## src/rtl/universal_shift_sequencer_pkg.sv

```systemverilog
// ============================================================================
// Module   : usr_pkg
// Brief    : Shared op codes and FSM state encoding for the universal shift
//            sequencer.
// Revision : 1.0 - initial release
// ============================================================================
`default_nettype none

package usr_pkg;

    // Command op codes; 3'b111 is reserved and treated as HOLD
    localparam logic [2:0] USR_OP_HOLD = 3'b000;
    localparam logic [2:0] USR_OP_SHR  = 3'b001;
    localparam logic [2:0] USR_OP_SHL  = 3'b010;
    localparam logic [2:0] USR_OP_LOAD = 3'b011;
    localparam logic [2:0] USR_OP_ASR  = 3'b100;
    localparam logic [2:0] USR_OP_ROR  = 3'b101;
    localparam logic [2:0] USR_OP_ROL  = 3'b110;

    // Sequencer states
    typedef enum logic [0:0] {
        USR_IDLE = 1'b0,
        USR_RUN  = 1'b1
    } usr_state_t;

endpackage

`default_nettype wire

```

## src/rtl/universal_shift_sequencer_if.sv

```systemverilog
// ============================================================================
// Module   : universal_shift_sequencer_if
// Brief    : Command handshake, parallel data and serial fill/out signals of
//            the universal shift sequencer. The controller side uses the
//            master modport, the sequencer the slave modport.
// Revision : 1.0 - initial release
// ============================================================================
`default_nettype none

interface universal_shift_sequencer_if #(
    parameter int WIDTH = 8
);
    localparam int CNT_W = $clog2(WIDTH + 1);

    logic             cmd_valid;
    logic             cmd_ready;
    logic [2:0]       cmd_op;
    logic [CNT_W-1:0] cmd_amt;
    logic [WIDTH-1:0] data_in;
    logic             shift_in_left;
    logic             shift_in_right;
    logic [WIDTH-1:0] data_out;
    logic             serial_out;
    logic             busy;
    logic             done;

    modport master (
        output cmd_valid, cmd_op, cmd_amt, data_in, shift_in_left, shift_in_right,
        input  cmd_ready, data_out, serial_out, busy, done
    );

    modport slave (
        input  cmd_valid, cmd_op, cmd_amt, data_in, shift_in_left, shift_in_right,
        output cmd_ready, data_out, serial_out, busy, done
    );

endinterface

`default_nettype wire

```

## src/rtl/universal_shift_sequencer_step.sv

```systemverilog
// ============================================================================
// Module   : usr_step
// Brief    : Combinational single-bit step of the universal shift register.
//            Produces the next register value, the bit leaving the register
//            and a flag telling whether the op actually shifts.
//            Rotates exist only when USR_ROTATE_EN is defined; otherwise the
//            rotate op codes fall into the no-shift default.
// Revision : 1.0 - initial release
// ============================================================================
`default_nettype none

module usr_step
    import usr_pkg::*;
#(
    parameter int WIDTH = 8
) (
    input  wire logic [2:0]       i_op,
    input  wire logic [WIDTH-1:0] i_value,
    input  wire logic             i_fill_l,
    input  wire logic             i_fill_r,
    output logic      [WIDTH-1:0] o_value,
    output logic                  o_out_bit,
    output logic                  o_is_shift
);

    // One step of the selected op; non-shifting ops pass the value through
    always_comb begin
        o_value    = i_value;
        o_out_bit  = 1'b0;
        o_is_shift = 1'b0;
        case (i_op)
            USR_OP_SHR: begin
                o_value    = {i_fill_r, i_value[WIDTH-1:1]};
                o_out_bit  = i_value[0];
                o_is_shift = 1'b1;
            end
            USR_OP_SHL: begin
                o_value    = {i_value[WIDTH-2:0], i_fill_l};
                o_out_bit  = i_value[WIDTH-1];
                o_is_shift = 1'b1;
            end
            USR_OP_ASR: begin
                o_value    = {i_value[WIDTH-1], i_value[WIDTH-1:1]};
                o_out_bit  = i_value[0];
                o_is_shift = 1'b1;
            end
`ifdef USR_ROTATE_EN
            USR_OP_ROR: begin
                o_value    = {i_value[0], i_value[WIDTH-1:1]};
                o_out_bit  = i_value[0];
                o_is_shift = 1'b1;
            end
            USR_OP_ROL: begin
                o_value    = {i_value[WIDTH-2:0], i_value[WIDTH-1]};
                o_out_bit  = i_value[WIDTH-1];
                o_is_shift = 1'b1;
            end
`endif
            default: begin
                o_value    = i_value;
                o_out_bit  = 1'b0;
                o_is_shift = 1'b0;
            end
        endcase
    end

endmodule

`default_nettype wire

```

## src/rtl/universal_shift_sequencer.sv

```systemverilog
// ============================================================================
// Module   : universal_shift_sequencer
// Brief    : Multi-step universal shift register. An accepted command (load,
//            hold, shift or rotate by N) executes one bit per clock; the
//            accept edge performs the first step. done pulses for one cycle
//            with cmd_ready already high so commands can run back to back.
//            Optional macro: USR_ROTATE_EN enables ROR/ROL.
// Revision : 1.0 - initial release
// ============================================================================
`default_nettype none

module universal_shift_sequencer
    import usr_pkg::*;
#(
    parameter int WIDTH = 8
) (
    input  wire logic                   clk,
    input  wire logic                   rst,
    universal_shift_sequencer_if.slave  bus
);

    localparam int               CNT_W     = $clog2(WIDTH + 1);
    localparam logic [CNT_W-1:0] c_MAX_AMT = CNT_W'(WIDTH);
    localparam logic [CNT_W-1:0] c_ONE     = CNT_W'(1);

    usr_state_t       r_state;
    logic [2:0]       r_op;
    logic [CNT_W-1:0] r_cnt;
    logic [WIDTH-1:0] r_data;
    logic             r_serial;
    logic             r_done;

    logic [2:0]       w_step_op;
    logic [WIDTH-1:0] w_step_value;
    logic             w_step_out;
    logic             w_step_is_shift;
    logic [CNT_W-1:0] w_amt;

    // The single step unit sees the live command in IDLE and the latched op in RUN
    assign w_step_op = (r_state == USR_RUN) ? r_op : bus.cmd_op;

    // Amounts beyond the register width saturate to a full-width shift
    assign w_amt = (bus.cmd_amt > c_MAX_AMT) ? c_MAX_AMT : bus.cmd_amt;

    usr_step #(
        .WIDTH      (WIDTH)
    ) u_step (
        .i_op       (w_step_op),
        .i_value    (r_data),
        .i_fill_l   (bus.shift_in_left),
        .i_fill_r   (bus.shift_in_right),
        .o_value    (w_step_value),
        .o_out_bit  (w_step_out),
        .o_is_shift (w_step_is_shift)
    );

    // Command FSM: accept and first step in IDLE, remaining steps in RUN
    always_ff @(posedge clk or posedge rst) begin
        if (rst) begin
            r_state  <= USR_IDLE;
            r_op     <= USR_OP_HOLD;
            r_cnt    <= '0;
            r_data   <= '0;
            r_serial <= 1'b0;
            r_done   <= 1'b0;
        end else begin
            r_done <= 1'b0;
            case (r_state)
                USR_IDLE: begin
                    if (bus.cmd_valid) begin
                        if (bus.cmd_op == USR_OP_LOAD) begin
                            r_data <= bus.data_in;
                            r_done <= 1'b1;
                        end else if (w_step_is_shift && (w_amt != '0)) begin
                            r_data   <= w_step_value;
                            r_serial <= w_step_out;
                            if (w_amt == c_ONE) begin
                                r_done <= 1'b1;
                            end else begin
                                r_op    <= bus.cmd_op;
                                r_cnt   <= w_amt - c_ONE;
                                r_state <= USR_RUN;
                            end
                        end else begin
                            r_done <= 1'b1;
                        end
                    end
                end
                USR_RUN: begin
                    r_data   <= w_step_value;
                    r_serial <= w_step_out;
                    r_cnt    <= r_cnt - c_ONE;
                    if (r_cnt == c_ONE) begin
                        r_done  <= 1'b1;
                        r_state <= USR_IDLE;
                    end
                end
                default: begin
                    r_state <= USR_IDLE;
                end
            endcase
        end
    end

    assign bus.cmd_ready  = (r_state == USR_IDLE);
    assign bus.busy       = (r_state != USR_IDLE);
    assign bus.data_out   = r_data;
    assign bus.serial_out = r_serial;
    assign bus.done       = r_done;

endmodule

`default_nettype wire

```

## src/flat_wrapper.sv

```systemverilog
// flat-port wrapper written by rule: the top's interface ports become plain ports
module universal_shift_sequencer_flat import usr_pkg::*;
#(
    parameter int WIDTH = 8
)
  (clk, rst, bus_cmd_valid, bus_cmd_op, bus_cmd_amt, bus_data_in, bus_shift_in_left, bus_shift_in_right, bus_cmd_ready, bus_data_out, bus_serial_out, bus_busy, bus_done);
  universal_shift_sequencer_if #(.WIDTH(WIDTH)) bus_i ();
  input  wire logic clk;
  input  wire logic rst;
  input wire logic [$bits(bus_i.cmd_valid)-1:0] bus_cmd_valid;
  input wire logic [$bits(bus_i.cmd_op)-1:0] bus_cmd_op;
  input wire logic [$bits(bus_i.cmd_amt)-1:0] bus_cmd_amt;
  input wire logic [$bits(bus_i.data_in)-1:0] bus_data_in;
  input wire logic [$bits(bus_i.shift_in_left)-1:0] bus_shift_in_left;
  input wire logic [$bits(bus_i.shift_in_right)-1:0] bus_shift_in_right;
  output wire logic [$bits(bus_i.cmd_ready)-1:0] bus_cmd_ready;
  output wire logic [$bits(bus_i.data_out)-1:0] bus_data_out;
  output wire logic [$bits(bus_i.serial_out)-1:0] bus_serial_out;
  output wire logic [$bits(bus_i.busy)-1:0] bus_busy;
  output wire logic [$bits(bus_i.done)-1:0] bus_done;
  assign bus_i.cmd_valid = bus_cmd_valid;
  assign bus_i.cmd_op = bus_cmd_op;
  assign bus_i.cmd_amt = bus_cmd_amt;
  assign bus_i.data_in = bus_data_in;
  assign bus_i.shift_in_left = bus_shift_in_left;
  assign bus_i.shift_in_right = bus_shift_in_right;
  assign bus_cmd_ready = bus_i.cmd_ready;
  assign bus_data_out = bus_i.data_out;
  assign bus_serial_out = bus_i.serial_out;
  assign bus_busy = bus_i.busy;
  assign bus_done = bus_i.done;
  universal_shift_sequencer #(.WIDTH(WIDTH)) u_core (.clk(clk), .rst(rst), .bus(bus_i));
endmodule
```

## config.mk

```make
export PLATFORM = sky130hd
export DESIGN_NAME = universal_shift_sequencer_flat
export DESIGN_NICKNAME = d
export VERILOG_FILES = /design/src/rtl/universal_shift_sequencer_pkg.sv /design/src/rtl/universal_shift_sequencer_if.sv /design/src/rtl/universal_shift_sequencer_step.sv /design/src/rtl/universal_shift_sequencer.sv /design/src/flat_wrapper.sv
export SDC_FILE = /design/constraint.sdc
export NUM_CORES = 1
export LEC_CHECK = 0
export ABC_CLOCK_PERIOD_IN_PS = 6840
export CAP_MARGIN = 10
export CORE_MARGIN = 2
export CORE_UTILIZATION = 50
export DETAILED_ROUTE_END_ITERATION = 7
export PLACE_DENSITY = 0.78
export SETUP_SLACK_MARGIN = 0.2
export SLEW_MARGIN = 20
export SYNTH_ARGS = -nofsm -noshare
export SYNTH_HDL_FRONTEND = slang
export SYNTH_HIERARCHICAL = 1
export SYNTH_SLANG_ARGS = --single-unit
```

## constraint.sdc

```tcl
create_clock -name clk -period 6.84 [get_ports clk]
set_clock_uncertainty 0.1 [all_clocks]
set_input_delay 1.026 -clock clk [delete_from_list [all_inputs] [get_ports clk]]
set_output_delay 1.026 -clock clk [all_outputs]
set_load 0.05 [all_outputs]
```

==> flow_summary.ini <==
[floorplan]
die-width_um = 59.4
initial_core_util = 0.516
num_io_pins = 32
num_rows = 20
core_area_um2 = 2980
die_area_um2 = 3530
die_y_um = 59.4

[global_routing]
grt_pass1_vias = 1223
grt_first_pass_wirelength_um = 5640
overflow = 0
grt_max_degree = 26
antenna_found_initial = 0
globalRouteTotalUtil = 0.211

[cts]
cts_max_path_buffers = 2
clk_latency_ps = 290
cts_tree = built
numCtsBuffers = 3
post-cts-setup-buffers = 0
ctsResizeCount = 0
cts_hold_buf = 0
path_clk_slew_ps = 100
clock-root-buffer = clkbuf_4
cts_max_level = 1
cts_sinks = 18

[placed_design]
pre_cts_ws_ps = 3070
dp_hpwl_um = 2430
portBuffers = 31
placed_area_um2 = 1830
placed_cells = 211
gp_congestion = 0.862

[sta]
period_needed_ps = 3450
setup_slack_ps = 3390
max_freq_mhz = 290
slew_violations = 0
maxSlewHeadroom = 0.531
rsz0062_at_grt = false
setup-tns-final_ps = 0
setup_viol = 0
tightestPinTransition_ps = 703
period_share = 0.504
hold_ws_ps = 418
final-hold-violation-count = 0

[hold_path]
hold_class = reg2reg

[yosys]
ys_warn_count = 6
post_synth.cell_area_avg_um2 = 9.85
synth_cells = 156
synthDistinctLibCells = 44
synth_nets = 179
synthesis.area_um2 = 1540
ys_seq_area_frac = 0.293
ys_ff_latch = 18

[worst_setup_path]
cp_slowest_stage_delay_ps = 470
cp.arrival_ps = 3530
crit_path_top_delay_cell = clkdlybuf4s50_1
path_cells = clkdlybuf4s50_1 > mux2_2 > or2_4 > a21oi_1 > inv_1 > nor3b_4 > nand3_2 > a311o_1
worstPathRequired_ps = 6920
criticalPathCategory = in2reg
cp-start-kind = primary input
endpoint_kind = register
cp_max_fo = 17

[pwr]
p_leak_nw = 0.732
switching_share = 0.483
intPower_mw = 0.535
power_mw = 1.03
p_sw_mw = 0.499
p_clk_frac = 0.052
power.density_nw_per_um2 = 558
comb_power_share = 0.723
p_seq_frac = 0.225
vdd_ir_drop_max_v = 0.000322

[finish]
layout_commonest_cell = clkdlybuf4s50_1
fillers = 261
nets = 206
stdcell_count = 214
drive_gt1_frac = 0.260
final_util = 0.622
diodes = 0
final_cell_mix = clkdlybuf4s50_1 (31), mux2_2 (23), dfrtp_1 (18)
syn2layout_area_growth_pct = 20.5
design_area_um2 = 1850

[drt]
firstDrtPassIters = 4
viasPerCell = 5.93
wire_per_inst_um = 15.7
drtIter0Drc = 47
ant_nets = 0
drc_errors = 0
wirelength_um = 3350
vias = 1269

[job]
cap_violations = 0

[run_status]
status = completed
==> area by class of cell <==
class	instances	area [um^2]	share of cell area
clock buffer	3	22.5	0.0122
inverter	9	33.8	0.0182
multi-input combinational	120	993	0.536
sequential	18	450	0.243
tap	33	41.3	0.0223
timing repair buffer	31	310	0.168
==> worst max-delay path, delay by kind of cell <==
kind                   cells  cell delay (ps)
AO/OA/AOI/OAI              2              660
buffers and inverters      2              620
multiplexers               1              430
AND/OR/NAND/NOR            3              790
==> routing by layer <==
layer | GRT usage | share of wire
met5 | 0 | 0
met4 | 0.0779 | 0.0036
met3 | 0.0328 | 0.036
met2 | 0.325 | 0.47
met1 | 0.296 | 0.49
==> state kept, by name (all words and copies together), names as in the netlist <==
signal and count:
u_core/bus.data_out 8, u_core/r_cnt 4, u_core/r_op 3, u_core/bus.busy 1
u_core/bus.done 1, u_core/bus.serial_out 1
==> cell usage after synthesis <==
master / number / area [um^2]
a211oi_1: 1 / 7.51
a21oi_1: 4 / 20.0
a21oi_4: 2 / 32.5
a311o_1: 1 / 10.0
a311oi_1: 1 / 8.76
a31o_2: 1 / 8.76
a31oi_1: 2 / 12.5
a41o_2: 1 / 11.3
and2_1: 2 / 12.5
and3b_1: 1 / 8.76
buf_2: 5 / 25.0
buf_4: 1 / 7.51
buf_6: 2 / 22.5
clkbuf_1: 1 / 3.75
clkinv_1: 1 / 3.75
dfrtp_1: 18 / 450
ha_1: 3 / 37.5
inv_1: 8 / 30.0
mux2_2: 23 / 259
mux2i_1: 5 / 50.1
nand2_1: 12 / 45.0
nand2b_1: 1 / 6.26
nand3_1: 3 / 15.0
nand3_2: 1 / 10.0
nand3b_4: 1 / 20.0
nand4b_4: 1 / 23.8
nor2_1: 11 / 41.3
nor2_2: 1 / 6.26
nor2b_1: 6 / 37.5
nor3_1: 2 / 10.0
nor3_2: 1 / 10.0
nor3b_1: 1 / 7.51
nor3b_4: 2 / 37.5
nor4b_1: 1 / 8.76
o211ai_1: 2 / 15.0
o21ai_0: 7 / 35.0
o21ai_2: 1 / 8.76
o221a_2: 8 / 90.1
o221ai_1: 1 / 8.76
o22ai_1: 2 / 12.5
o31ai_1: 4 / 30.0
or2_4: 1 / 8.76
xnor2_1: 2 / 17.5
xor2_1: 1 / 8.76
==> power groups by stage <==
stage,clock network (mW),registers (mW),logic [mW]
2_1_floorplan,0,0.318,0.517
3_3_place_gp,0,0.227,0.722
3_5_place_dp,0,0.233,0.742
4_1_cts,0.0570,0.231,0.745
5_1_grt,0.0625,0.242,0.812
6_report,0.0535,0.233,0.747
==> worst paths after layout <==
| kind | start | end | slack (ps) | cells after the start |
|---|---|---|---|---|
| hold / removal | u_core/r_op[2]$_DFFE_PP0P_ | u_core/r_op[2]$_DFFE_PP0P_ | 420 | 1 |
| hold reg to reg | u_core/r_op[2]$_DFFE_PP0P_ | u_core/r_op[2]$_DFFE_PP0P_ | 420 | 1 |
| min in group asynchronous | rst | u_core/r_op[1]$_DFFE_PP0P_ | 1030 | 2 |
| setup / recovery | bus_cmd_op[1] | u_core/r_cnt[3]$_DFFE_PP0P_ | 3390 | 8 |
| max in group asynchronous | rst | u_core/r_op[2]$_DFFE_PP0P_ | 5160 | 2 |
| setup reg to reg | u_core/bus.busy$_DFF_PP0_ | u_core/r_cnt[3]$_DFFE_PP0P_ | 3710 | 7 |
==> kinds of logic (layout without fill, tap and decap cells) <==
group / Yosys count / in the layout / synth area share
and+or+nand+nor: 48 / 48 / 0.201
muxes: 28 / 28 / 0.201
AOI/OAI and AO/OA: 38 / 38 / 0.203
xor gates and xnor gates: 3 / 3 / 0.0171
DFF: 18 / 18 / 0.293
adders and majority gates: 3 / 3 / 0.0244
buffers and inverters: 18 / 43 / 0.0603
No activity file was read; power rests on OpenSTA's default activity.
==> variant: new RTL, same flow settings <==
Reset style: synchronous (`rst`), changed in one clocked block.
--- a/src/rtl/universal_shift_sequencer.sv
+++ b/src/rtl/universal_shift_sequencer.sv
@@ -55,7 +55,7 @@
     );
 
     // Command FSM: accept and first step in IDLE, remaining steps in RUN
-    always_ff @(posedge clk or posedge rst) begin
+    always_ff @(posedge clk) begin
         if (rst) begin
             r_state  <= USR_IDLE;
             r_op     <= USR_OP_HOLD;
Check against the original RTL: differs if rst is asserted again (counterexample within 4 cycles, from zero or initial values and one cycle with rst high); with rst held inactive, the same outputs for 10 cycles.
==> variant against the unedited design <==
Core utilization decreased by 0.80 points; synthesized area decreased by 0.90%; cell area decreased by 1.3%; worst setup slack got worse by 0.15 ns; register-to-register slack got worse by 0.21 ns; critical path depth decreased by 6; global-route usage increased by 2.2 points; sequential cell count unchanged; wire length increased by 12%; critical endpoint is now bus_cmd_ready; highest routed layer unchanged.
Power is not compared: it rests on default switching activity, and its combinational part moved more than twofold at a synthesized area within 25%.
==> variant: results <==
outcome:
  status: "finished, final reports clean"
min_path:
  min_delay_path_depth: 2
  hp-start: "u_core/r_op[0]$_SDFFE_PP0P_"
  min_to: "u_core/r_op[0]$_SDFFE_PP0P_"
grt:
  grt_pass1_wl_mm: 6.32
  grt_pass1_vias: 1356
  gr-usage-all-layers: 0.233
  use_met2: 0.361
  antenna_found_initial: 0
  use_met1: 0.319
  grt_use_met3: 0.0437
synthesis:
  yosys_warnings: 6
  synth_xor_area_frac: 0.0115
  ys_types: 46
  synth.area.top_cells: "dfxtp_1 24%, a311oi_2 7.9%, nor2_1 6.7%"
  synthTopCellsByCount: "27 x nor2_1, 19 x nand2_1, 18 x dfxtp_1, 15 x o21ai_0, 9 x mux2i_1"
  syn_nets: 213
  synth_adder_area_share: 0.0247
  synth_async_sr_flop_share: 0
  synthMuxAreaShare: 0.0813
  synth-compound-area-share: 0.308
  synth_seq_area_share: 0.237
worst_setup_path:
  cpLargestDelayFamily: "buffers and inverters"
  crit_type: "reg2out"
  cp_max_fo: 25
  slowest_stage: "dfxtp_1"
  r2r_cells: 7
  rr_endpoint: "u_core/r_op[2]$_SDFFE_PP0P_"
  r2r_start: "u_core/bus.busy$_SDFF_PP0_"
  arrival_ns: 2.48
  reg2reg_slack_ns: 3.50
  critPathMaxStageDelay_ns: 0.90
clock_tree:
  cts_resized: 0
  clkLatencyLatePin_ns: 0.31
  cts_made_buffers: 3
  cts.htree.levels: 1
  cts.reportedPaths.clkPinSlew_ns: 0.11
  root_buffer: "clkbuf_4"
place:
  place.gp.congestion: 0.867
  hpwl_mm: 2.67
  portBuffers: 31
drt:
  viasPerCell: 6.29
  wl_met3_um: 230
  route.met2.wl_mm: 1.76
  met1_length_mm: 1.71
  routedWlPerCell_um: 15.3
  routed.top_layer: "met4"
  drt_first_iter_violations: 109
timing:
  maxSlewHeadroom: 0.313
  holdWs_ns: 0.416
cells_and_area:
  final_nets: 235
  largest_register_ffs: 8
  n_antenna_cell: 0
  drive_above_1_share: 0.142
pwr:
  max-vdd-ir-drop_mv: 0.118
## variant: cell types whose count changed after synthesis, sizes merged, moves of 7 or more
cell | unedited run | this run
mux2 | 23 | 3
dfrtp | 18 | 0
dfxtp | 0 | 18
nor2 | 12 | 27
a311oi | 1 | 8
nand2 | 12 | 19
o21ai | 8 | 15
## variant: through the flow
stage               cells  worst slack (ns)  instance area, µm²  total power [mW]
CTS                   244              3.26                1830             0.437
global placement      240              3.24                1790             0.360
finish                244              3.24                1830             0.436
detailed placement    240              3.05                1790             0.367
global route          244              3.10                1830             0.467
floorplan             190              3.67                1520             0.314
## variant: power by group through the flow
stage | Clock [mW] | Combinational (mW) | Sequential, mW
after floorplan | 0 | 0.138 | 0.176
after global placement | 0 | 0.213 | 0.148
after detailed placement | 0 | 0.217 | 0.149
after CTS | 0.0718 | 0.219 | 0.147
after global routing | 0.0770 | 0.240 | 0.150
final | 0.0688 | 0.220 | 0.147
## variant: cell families after synthesis
logic type	count (synthesis)
AO/OA/AOI/OAI	54
buffers and inverters	20
adder cells (fa/ha/maj)	3
XOR/XNOR	2
flip-flops	18
multiplexers	12
AND/OR/NAND/NOR	81
## variant: final cells by class
| class | count | area, µm² |
|---|---|---|
| fill | 274 | 1150 |
| multi-input combinational | 152 | 1060 |
| sequential | 18 | 360 |
| timing repair buffer | 31 | 310 |
| tap | 33 | 41.3 |
| clock buffer | 4 | 36.3 |
| inverter | 6 | 22.5 |
## variant: worst max path at each step
stage                                        endpoint  slack [ns]
after detailed placement  u_core/r_op[2]$_SDFFE_PP0P_        3.05
after global routing                    bus_cmd_ready        3.10
after floorplan           u_core/r_op[0]$_SDFFE_PP0P_        3.67
final                                   bus_cmd_ready        3.24
after global placement    u_core/r_op[2]$_SDFFE_PP0P_        3.24
after CTS                               bus_cmd_ready        3.26
